--- config.mk ---
export PLATFORM = sky130hd
export DESIGN_NAME = fmc_adc_serdes_sync
export DESIGN_NICKNAME = d
export VERILOG_FILES = /design/src/rtl/fmc_adc_serdes_sync.sv
export SDC_FILE = /design/constraint.sdc
export NUM_CORES = 1
export LEC_CHECK = 0
export CAP_MARGIN = 20
export CORE_UTILIZATION = 45
export DETAILED_ROUTE_END_ITERATION = 8
export PLACE_DENSITY_LB_ADDON = 0.05
export SYNTH_ARGS = -nofsm -noshare
export SYNTH_HDL_FRONTEND = slang
export SYNTH_SLANG_ARGS = --single-unit
--- constraint.sdc ---
create_clock -name clk_i -period 2.7 [get_ports clk_i]
set_input_delay 0.675 -clock clk_i [delete_from_list [all_inputs] [get_ports clk_i]]
set_output_delay 0.675 -clock clk_i [all_outputs]
set_load 0.005 [all_outputs]
--- src/rtl/fmc_adc_serdes_sync.sv ---
// Frame-alignment controller for the LTC2174 deserialiser: bitslips the SERDES until the
// frame-clock word matches the expected pattern, then declares and monitors lock.
module fmc_adc_serdes_sync #(
    parameter logic [7:0]  g_FRAME_PATTERN = 8'h0F,
    parameter int unsigned g_SETTLE_CYCLES = 16,
    parameter int unsigned g_LOCK_COUNT    = 64,
    parameter int unsigned g_LOSS_COUNT    = 4,
    parameter int unsigned g_MAX_SLIPS     = 16
) (
    input  logic       clk_i,
    input  logic       rst_n_i,
    input  logic       pll_locked_i,
    input  logic       resync_i,
    input  logic       frame_valid_i,
    input  logic [7:0] frame_i,
    output logic       bitslip_o,
    output logic       synced_o,
    output logic       fail_o,
    output logic [3:0] slip_count_o
);

    typedef enum logic [2:0] {
        ST_IDLE,
        ST_SETTLE,
        ST_CHECK,
        ST_SLIP,
        ST_LOCKED,
        ST_FAIL
    } state_t;

    localparam logic [7:0] SETTLE_LOAD = 8'(g_SETTLE_CYCLES);
    localparam logic [7:0] LOCK_LAST   = 8'(g_LOCK_COUNT - 1);
    localparam logic [3:0] LOSS_LAST   = 4'(g_LOSS_COUNT - 1);
    localparam logic [4:0] MAX_SLIPS   = 5'(g_MAX_SLIPS);

    state_t     state;
    logic [7:0] settle_cnt;
    logic [7:0] good_cnt;
    logic [3:0] bad_cnt;
    logic [4:0] attempt_cnt;
    logic       frame_good;
    logic       frame_bad;
    logic [4:0] attempt_next;

    assign frame_good   = frame_valid_i && (frame_i == g_FRAME_PATTERN);
    assign frame_bad    = frame_valid_i && (frame_i != g_FRAME_PATTERN);
    assign attempt_next = attempt_cnt + 5'd1;

    // Outputs are assigned alongside the state transition that implies them, so each one
    // is a flop that already reflects the state being entered.
    always_ff @(posedge clk_i or negedge rst_n_i) begin
        if (!rst_n_i) begin
            // NOTE: every flop here is a control register, so all of them take the async reset.
            state        <= ST_IDLE;
            settle_cnt   <= '0;
            good_cnt     <= '0;
            bad_cnt      <= '0;
            attempt_cnt  <= '0;
            bitslip_o    <= 1'b0;
            synced_o     <= 1'b0;
            fail_o       <= 1'b0;
            slip_count_o <= '0;
        end else begin
            // NOTE: non-blocking throughout; a default here keeps bitslip_o a one-cycle pulse.
            bitslip_o <= 1'b0;

            if (!pll_locked_i || resync_i) begin
                // PLL loss outranks a resync request; both wipe all progress.
                state        <= pll_locked_i ? ST_SETTLE : ST_IDLE;
                settle_cnt   <= pll_locked_i ? SETTLE_LOAD : 8'd0;
                good_cnt     <= '0;
                bad_cnt      <= '0;
                attempt_cnt  <= '0;
                synced_o     <= 1'b0;
                fail_o       <= 1'b0;
                slip_count_o <= '0;
            end else begin
                case (state)
                    ST_IDLE: begin
                        state      <= ST_SETTLE;
                        settle_cnt <= SETTLE_LOAD;
                    end

                    ST_SETTLE: begin
                        settle_cnt <= settle_cnt - 8'd1;
                        if (settle_cnt <= 8'd1) begin
                            state    <= ST_CHECK;
                            good_cnt <= '0;
                        end
                    end

                    ST_CHECK: begin
                        if (frame_good) begin
                            if (good_cnt == LOCK_LAST) begin
                                state       <= ST_LOCKED;
                                synced_o    <= 1'b1;
                                bad_cnt     <= '0;
                                attempt_cnt <= '0;
                            end else begin
                                good_cnt <= good_cnt + 8'd1;
                            end
                        end else if (frame_bad) begin
                            state     <= ST_SLIP;
                            bitslip_o <= 1'b1;
                        end
                    end

                    ST_SLIP: begin
                        attempt_cnt <= attempt_next;
                        if (slip_count_o != 4'hF) begin
                            slip_count_o <= slip_count_o + 4'd1;
                        end
                        if (attempt_next >= MAX_SLIPS) begin
                            state  <= ST_FAIL;
                            fail_o <= 1'b1;
                        end else begin
                            state      <= ST_SETTLE;
                            settle_cnt <= SETTLE_LOAD;
                        end
                    end

                    ST_LOCKED: begin
                        if (frame_good) begin
                            bad_cnt <= '0;
                        end else if (frame_bad) begin
                            if (bad_cnt == LOSS_LAST) begin
                                state     <= ST_SLIP;
                                bitslip_o <= 1'b1;
                                synced_o  <= 1'b0;
                                bad_cnt   <= '0;
                            end else begin
                                bad_cnt <= bad_cnt + 4'd1;
                            end
                        end
                    end

                    ST_FAIL: begin
                        state <= ST_FAIL;
                    end

                    default: begin
                        state <= ST_IDLE;
                    end
                endcase
            end
        end
    end

endmodule

-- Word-level counts from Yosys, hierarchy flattened
Cells that the tools add are included.
- word-level logic and storage cells: 108
- output and inout port bits: 7
- input bits: 13
- register bits after elaboration: 35
- muxes and demuxes: 51
- add/sub/neg operators: 5
- magnitude comparators: 2
- eq/ne operators: 21
- reduce and logical (&&, ||, !) cells: 20
- operators with widths (operator ; number):
    8-bit two-way mux ; 6
    4-bit two-way mux ; 9
    3-bit two-way mux ; 9
    3-bit inequality test (second input constant) ; 8
    8-bit one-hot mux with 3 select lines ; 1
    5-bit two-way mux ; 4
    3-bit one-hot mux with 6 select lines ; 1
    1-bit two-way mux ; 16
    4-bit inequality test (second input constant) ; 4
    8-bit one-hot mux with 2 select lines ; 1
    6-bit AND reduction ; 2
    5-bit one-hot mux with 2 select lines ; 1
    3-bit nonzero test ; 3
    4-bit by 1-bit adder with 4-bit output (second input constant) ; 2
    8-bit by 1-bit adder with 8-bit output (second input constant) ; 1
    8-bit by 4-bit == test with 1-bit output (second input constant) ; 1
    8-bit by 6-bit == test with 1-bit output (second input constant) ; 1
    8-bit by 1-bit less-or-equal comparator with 1-bit output (second input constant) ; 1
    8-bit by 4-bit inequality test with 1-bit output (second input constant) ; 1
    4-bit one-hot mux with 2 select lines ; 1
    4-bit AND reduction ; 2
    8-bit by 1-bit subtractor with 8-bit output (second input constant) ; 1
    3-bit by 2-bit == test with 1-bit output (second input constant) ; 2
    3-bit == test (second input constant) ; 2
    other kinds (13) ; 19

-- Longest topological paths before layout
Gate-level depths: netlist of the first run.
- word-level depth: 6
- gate-level depth with buffers: 7
- gate-level depth less buffers: 7

-- Worst setup path before layout of the first run
OpenSTA, ideal clock, no wires.
- path type: input port to flip-flop
- start: in frame_i[5]
- end: reg good_cnt[6]
- setup time: 124 ps
- buffers on the path: 0
- required time: 2576 ps
- setup slack: 300 ps
- arrival time: 2276 ps
- stages: 5
- cell sequence: or4_4 -> nor3_4 -> a41oi_4 -> or2_4 -> a211o_1
- word-level cells in the longest chain between the ends: 4
- ends and longest elaborated chain (element ; line ; text):
    start, declared ; 15 ; input logic [7:0] frame_i,
    8-bit by 4-bit == test with 1-bit output ; 45 ; assign frame_good = frame_valid_i && (frame_i == g_FRAME_PATTERN);
    1-bit logical AND ; 45 ;
    3-bit inequality test (no line) ; -- ;
    4-bit AND reduction (no line) ; -- ;
    end signal, assigned ; 100 ; good_cnt <= good_cnt + 8'd1;
    end, declared ; 38 ; logic [7:0] good_cnt;
No other way between the ends.
A chain may end at the register's enable or synchronous reset.

-- Worst setup path after layout of the first run
- start: in frame_i[5]
- end: reg bad_cnt[3]
- word-level cells in the longest chain between the ends: 5
- elaborated cells between the ends (all ways): 10
- classes of those cells: 4 x eq/ne; 3 x mux; 3 x reduce/logical
- ends and longest elaborated chain (element ; line ; text):
    8-bit by 4-bit == test with 1-bit output ; 45 ;
    1-bit logical AND ; 45 ;
    4-bit two-way mux ; 123 ; if (frame_good) begin
    4-bit one-hot mux with 2 select lines ; 78 ; case (state)
    4-bit two-way mux ; 67 ; if (!pll_locked_i || resync_i) begin
    end signal, assigned ; 132 ; bad_cnt <= bad_cnt + 4'd1;
    end, declared ; 39 ; logic [3:0] bad_cnt;
Several ways; a longest one is shown, not always the timed one.

==> summary.md, run 1 <==
| Metric | Value |
|---|---|
| Post-CTS Setup Inserts | 0 |
| First-pass GRT wire length | 8080 um |
| Final ANT Viol Nets | 0 |
| Post-route setup TNS | 0 ns |
| Core area | 4410 sq um |
| WP data arrival | 2.65 ns |
| Slew HR | 46.3% |
| Die Width | between 70 and 80 um |
| Slowest stage cell, crit path | or4_4 |
| Port Buf Inserts | 19 |
| Synth Net Count | approximately 250 |
| Logic gate share of total power | between 10% and 20% |
| EDFF count, synth | 0 |
| Gr usage total | 20.5% |
| Synth Register Bits | 35 |
| MaxCap Viol Count | 0 |
| Vias | 1868 |
| Max VDD drop | 0.000263 V |
| Post-synth ARST share | 100% |
| Row count | 24 |
| Initial antenna violation count | 0 |
| WL/cell | 14.7 um |
| Commonest cells after routing, fill and taps aside | dfrtp_1 (35), nor2_1 (25), o21ai_0 (23), nand2_1 (21), clkdlybuf4s50_1 (18) |
| Synth unique cells | between 50 and 60 |
| Dpl cells | a little over 300 |
| Max FO, Critical Path | 6 |
| Worst Setup Start Kind | primary input |
| Family with the most delay on the worst path | simple AND/OR/NAND/NOR gates |
| Crit path kind | in2reg |
| Die height | around 70 um |
| GR Overflow Total | 0 |
| Critical Path Max Stage Delay | between 0.5 and 0.6 ns |
| Synth area leader | dfrtp_1 |
| Sequential fraction of the synthesis area | a little over two fifths |
| Post-synth top flop | dfrtp_1 |
| Worst setup slack after layout | approximately 0.22 ns |
| Avg Inst Size Synth | 9.10 sq um |
| Antenna diode count | 0 |
| Synth Instances | 230 |
| CTS tree | done |
| Worst setup EP type | flip-flop |
| Status | finished clean |
| Clock power share | 40.7% |
| Hold Path Class | in2async |
| CP Buf/Inv Count | 2 |
| Part of the power in registers | a little under half |
| Detailed Place HPWL | roughly 3300 um |
| GP Congestion | between 0.8 and 0.9 |
| Post-cts repair resize count | 0 |
| Starting Density | around 47% |
| Sw Ratio | between 20% and 30% |
| Share of cells above drive strength 1 | ~15% |
| Clock Pin Slew Worst Setup and Hold Paths | about 0.08 ns |
| Vias in the first global route | roughly 1700 |
| Synth top area cells | dfrtp_1 (42%), o21ai_0 (5.5%), nor2_1 (4.5%) |
| Minimum clock period | about 2.5 ns |
| Clock Tree Buf Depth | 2 |
| Clock sink count | 35 |
| Ports | 20 |
| Max Fclk | between 400 and 500 MHz |
| Synthesized cell area | between 2000 and 2500 sq um |
| Post-synth top area share | approximately two fifths |
| Actual slew at the worst max-slew pin | ~0.81 ns |
| Hold buffers post-CTS | 0 |
| Internal power | about 0.00091 W |
| Final WL | ~4700 um |
| Unrepaired setup endpoints after global routing | false |
| Drt via density | between 5 and 6 |
| Max-slew violations | 0 |
| Most common cell after layout, fill and taps aside | dfrtp_1 |
| Switching Power | 0.000307 W |
| Worst path cell trace | clkdlybuf4s50_1 -> or4_4 -> nor3_4 -> buf_4 -> a41oi_1 -> o21ai_0 -> o31ai_1 |
| Setup Viol. Count Final | 0 |
| Post-Layout Cell Count | 319 |
| Worst slack, placed | -0.0692 ns |
| Clk_lat worst skew | approximately 0.29 ns |
| Critical Path RT | 2.87 ns |
| Number of DRC markers in iteration 0 | 80 |
| CTS Buf Count | 5 |
| Hold Violations, Final | 0 |
| Warnings from Yosys | 0 |
| Area of the die | between 4000 and 5000 sq um |
| Total iterations of the first detailed-routing run | 4 |
| P&R area growth vs syn | 21.8% |
| DRC Markers | 0 |
| Nets | about 290 |
| Tcrit/Tclk final | about nine tenths |
| Largest net degree at the start of global routing | 36 |
| Root buf cell | clkbuf_8 |
| Fin Clk Skew | ~0.0061 ns |
| P_leak | roughly 1.1 nW |
| Pwr/cell area | about 480 nW/um^2 |
| Htree depth | 2 |
-- logic make-up (layout without fill, tap and decap cells) --
group	count (synthesis)	after routing	synth area share [%]
flip-flops	35	35	41.8
AO/OA/AOI/OAI	63	63	21.3
XOR/XNOR	4	4	1.67
buffers and inverters	13	50	2.81
multiplexers	3	3	1.49
AND/OR/NAND/NOR	106	106	27.3
adder cells (fa/ha/maj)	6	6	3.59
-- layout make-up --
type | count | area (sq um)
repair buffers | 35 | 305
clock inverters | 2 | 35.0
multi-input cells | 182 | 1160
well taps | 52 | 65.1
clock buffers | 6 | 82.6
flip-flops and latches | 35 | 876
fillers | 409 | 1870
inverters | 7 | 26.3
-- registers in the layout, summed over array words and instances (netlist names) --
register and flops:
attempt_cnt 5, slip_count_o 4, bitslip_o 1, synced_o 1, fail_o 1, settle_cnt 8, state 3, bad_cnt 4
good_cnt 8
-- layer usage --
layer  share of wire, %  track usage, %  vias to the layer above  wire [um]
li1                   -               -                      927          -
met5                  0               0                        -          0
met1                 50            28.9                      889       2340
met4               0.17            3.33                        0          8
met3                4.3            5.19                        2        204
met2                 46            32.5                       50       2150
-- power by group through the flow --
stage	logic [W]	clock network (W)	registers [W]
after floorplan	0.000101	0	0.000564
after global placement	0.000156	0	0.000574
after detailed placement	0.000158	0	0.000574
after CTS	0.000159	0.000510	0.000563
after global routing	0.000175	0.000533	0.000567
final	0.000158	0.000495	0.000564
-- cell usage after synthesis (4+ instances only) --
library cell	n
a21oi_1	8
nand2b_1	4
nand2_1	21
clkbuf_1	5
ha_1	6
inv_1	7
o21ai_0	23
nor2_1	25
o31ai_1	4
nand3_1	13
nor3_1	8
or3_1	5
nand4_1	5
dfrtp_1	35
-- per-stage QoR --
step / power [W] / instance area, sq um / hold slack, ns / util (%)
final: 0.00122 / 2550 / 0.472 / 57.7
after global routing: 0.00127 / 2550 / 0.524 / 57.7
after CTS: 0.00123 / 2550 / 0.492 / 57.7
after detailed placement: 0.000732 / 2430 / 0.487 / 55.1
after global placement: 0.000730 / 2430 / 0.481 / 55.1
after floorplan: 0.000665 / 2090 / 0.379 / -
-- worst paths after layout --
check	endpoint	depth (start not counted)	from	slack, ns
worst max-delay path	bad_cnt[3]$_DFFE_PN0P_	7	frame_i[5]	0.22
max in group asynchronous	good_cnt[5]$_DFFE_PN0P_	1	rst_n_i	1.72
min in group clk_i	fail_o$_DFFE_PN0P_	2	fail_o$_DFFE_PN0P_	0.50
worst min-delay path	attempt_cnt[1]$_DFFE_PN0P_	1	rst_n_i	0.47
worst max register to register	attempt_cnt[2]$_DFFE_PN0P_	6	good_cnt[0]$_DFFE_PN0P_	0.61
worst min register to register	fail_o$_DFFE_PN0P_	2	fail_o$_DFFE_PN0P_	0.50
Note: power is estimated with default switching activity, not from simulation.
==> run 2: changes to the inputs <==
--- a/config.mk
+++ b/config.mk
@@ -7,6 +7,7 @@
 export LEC_CHECK = 0
 export CAP_MARGIN = 20
 export CORE_UTILIZATION = 45
+export CTS_CLUSTER_DIAMETER = 150
 export DETAILED_ROUTE_END_ITERATION = 8
 export PLACE_DENSITY_LB_ADDON = 0.05
 export SYNTH_ARGS = -nofsm -noshare
==> results of run 2 <==
Final layout, timing and power as in run 1 (identical DEF).
==> run 3: changes to the inputs <==
--- a/config.mk
+++ b/config.mk
@@ -5,7 +5,6 @@
 export SDC_FILE = /design/constraint.sdc
 export NUM_CORES = 1
 export LEC_CHECK = 0
-export CAP_MARGIN = 20
 export CORE_UTILIZATION = 45
 export CTS_CLUSTER_DIAMETER = 150
 export DETAILED_ROUTE_END_ITERATION = 8
==> results of run 3 <==
Final layout, timing and power as in run 1 (identical DEF).
==> edit (flow settings as in run 1) <==
Encoding of `state_t`: now one-hot (6 bits for 6 states).
--- a/src/rtl/fmc_adc_serdes_sync.sv
+++ b/src/rtl/fmc_adc_serdes_sync.sv
@@ -19,13 +19,13 @@
     output logic [3:0] slip_count_o
 );
 
-    typedef enum logic [2:0] {
-        ST_IDLE,
-        ST_SETTLE,
-        ST_CHECK,
-        ST_SLIP,
-        ST_LOCKED,
-        ST_FAIL
+    typedef enum logic [5:0] {
+        ST_IDLE   = 6'b000001,
+        ST_SETTLE = 6'b000010,
+        ST_CHECK  = 6'b000100,
+        ST_SLIP   = 6'b001000,
+        ST_LOCKED = 6'b010000,
+        ST_FAIL   = 6'b100000
     } state_t;
 
     localparam logic [7:0] SETTLE_LOAD = 8'(g_SETTLE_CYCLES);
Check against the original RTL: no difference found for any inputs over 10 cycles, from zero or initial values and one cycle with rst_n_i low; not proved beyond that.
==> edit against run 1 <==
  * Synthesized area increased by 5.6%
  * Power decreased by 8.4%
  * Critical endpoint is now good_cnt[4]
  * Maximum frequency increased by 7.1%
  * Routed wire length increased by 0.70%
  * Via count increased by 1.8%
  * Setup slack improved by 0.16 ns
  * Cell area increased by 2.2%
  * Sequential cell count increased by 3
  * Largest power group unchanged
==> edit: results (changes against run 1) <==
----------------------------------------------------
[Drt]
  Via/cell ratio ... 5.57 (-4.8%)
  Pre-antenna DRT Iters ... 5 (+1)
  Routed wire length on met3 ... 210 µm (+2.9%)
  Number of violations reported at the end of detailed-routing iteration 0 ... 203 (+150%)

[Power]
  Leak pwr ... 1.09 nW (-1.0%)
  Internal power consumption ... 0.837 mW (-8.0%)
  Power consumption ... 1.11 mW (-8.4%)
  Largest vdd supply drop ... 201 µV (-24%)
  Reported combinational group power ... 0.118 mW (-25%)

[Worst setup path]
  Crit path arrival time ... 2.53 ns (-0.12 ns)
  Endpoint of the most critical setup path ... good_cnt[4]
  FF-to-FF End ... attempt_cnt[1]
  Slowest library cell on the worst path ... clkdlybuf4s50_1
  Setup slack on the worst flop-to-flop path ... 0.65 ns (+0.04 ns)
  Longest individual stage delay on the worst path ... 0.47 ns (-0.10 ns)

[Run status]
  Outcome ... finished, final reports clean

[Layout]
  Layout cell share with drive strength beyond 1 ... 13.1% (-2.2 points)
  Leading registers by flop count ... good_cnt x8, settle_cnt x8, state x6
  Post-layout instance count excluding filler cells ... 341 (+6.9%)
  Fillers ... 435 (+6.4%)

[Logic synthesis]
  Parity-gate share of the synthesized area counting xor and xnor cells ... 2.38% (+0.70 points)
  Share of synthesized cell area in full adder, half adder and majority cells ... 3.40% (-0.19 points)
  Register area share after synthesis ... 43.1% (+1.3 points)
  Post-synthesis cell count ... 245 (+6.5%)
  Ranking of synthesized cells by area ... dfrtp_1 (42%), nor2_1 (5.4%), o21ai_0 (5.0%)
  Post-synth top cells ... dfrtp_1 (37), nor2_1 (32), nand2_1 (22), o21ai_0 (22), nand3_1 (14)
  Cell variety after synth ... 51 (-14%)
  Multiplexer share of the synthesized area ... 0% (-1.5 points)
  Post-Syn Nets ... 264 (+6.0%)

[STA]
  Worst hold-check slack ... 0.483 ns (+0.0106 ns)
  Worst slew slack as a fraction of its limit ... 44.0% (-2.4 points)
  Maximum clock skew at final layout ... 0.00462 ns (-0.00152 ns)

[Hold path]
  Tightest Hold Check Type ... reg -> reg

[Global route]
  Largest net degree at the start of global routing ... 39 (+8.3%)
  Global routing usage on met3 ... 4.17% (-1.0 points)
  First-pass GRT wire length ... 8190 µm (+1.4%)

----------------------------------------------------
## edit: cell types whose count changed after synthesis, moves of 4 or more
| cell | change |
|---|---|
| and3_1 | +5 |
| nor3_1 | -4 |
| xor2_1 | +5 |
| nor2_1 | +7 |
| buf_2 | +5 |
| a21oi_1 | +5 |
| a31oi_1 | +7 |
## edit: logic make-up (layout without fill, tap and decap cells)
group | Yosys count | after routing
XOR/XNOR | 6 | 6
AO/OA/AOI/OAI | 71 | 71
buffers and inverters | 13 | 42
flip-flops | 38 | 38
AND/OR/NAND/NOR | 111 | 111
adder cells (fa/ha/maj) | 6 | 6
## edit: final cells by class
type / count / area, µm² / share of cell area (%)
timing repair buffer: 28 / 253 / 9.70
multi-input combinational: 194 / 1200 / 46.2
tap: 67 / 83.8 / 3.22
inverter: 6 / 22.5 / 0.865
clock buffer: 7 / 86.3 / 3.31
clock inverter: 1 / 5.00 / 0.192
sequential: 38 / 952 / 36.6
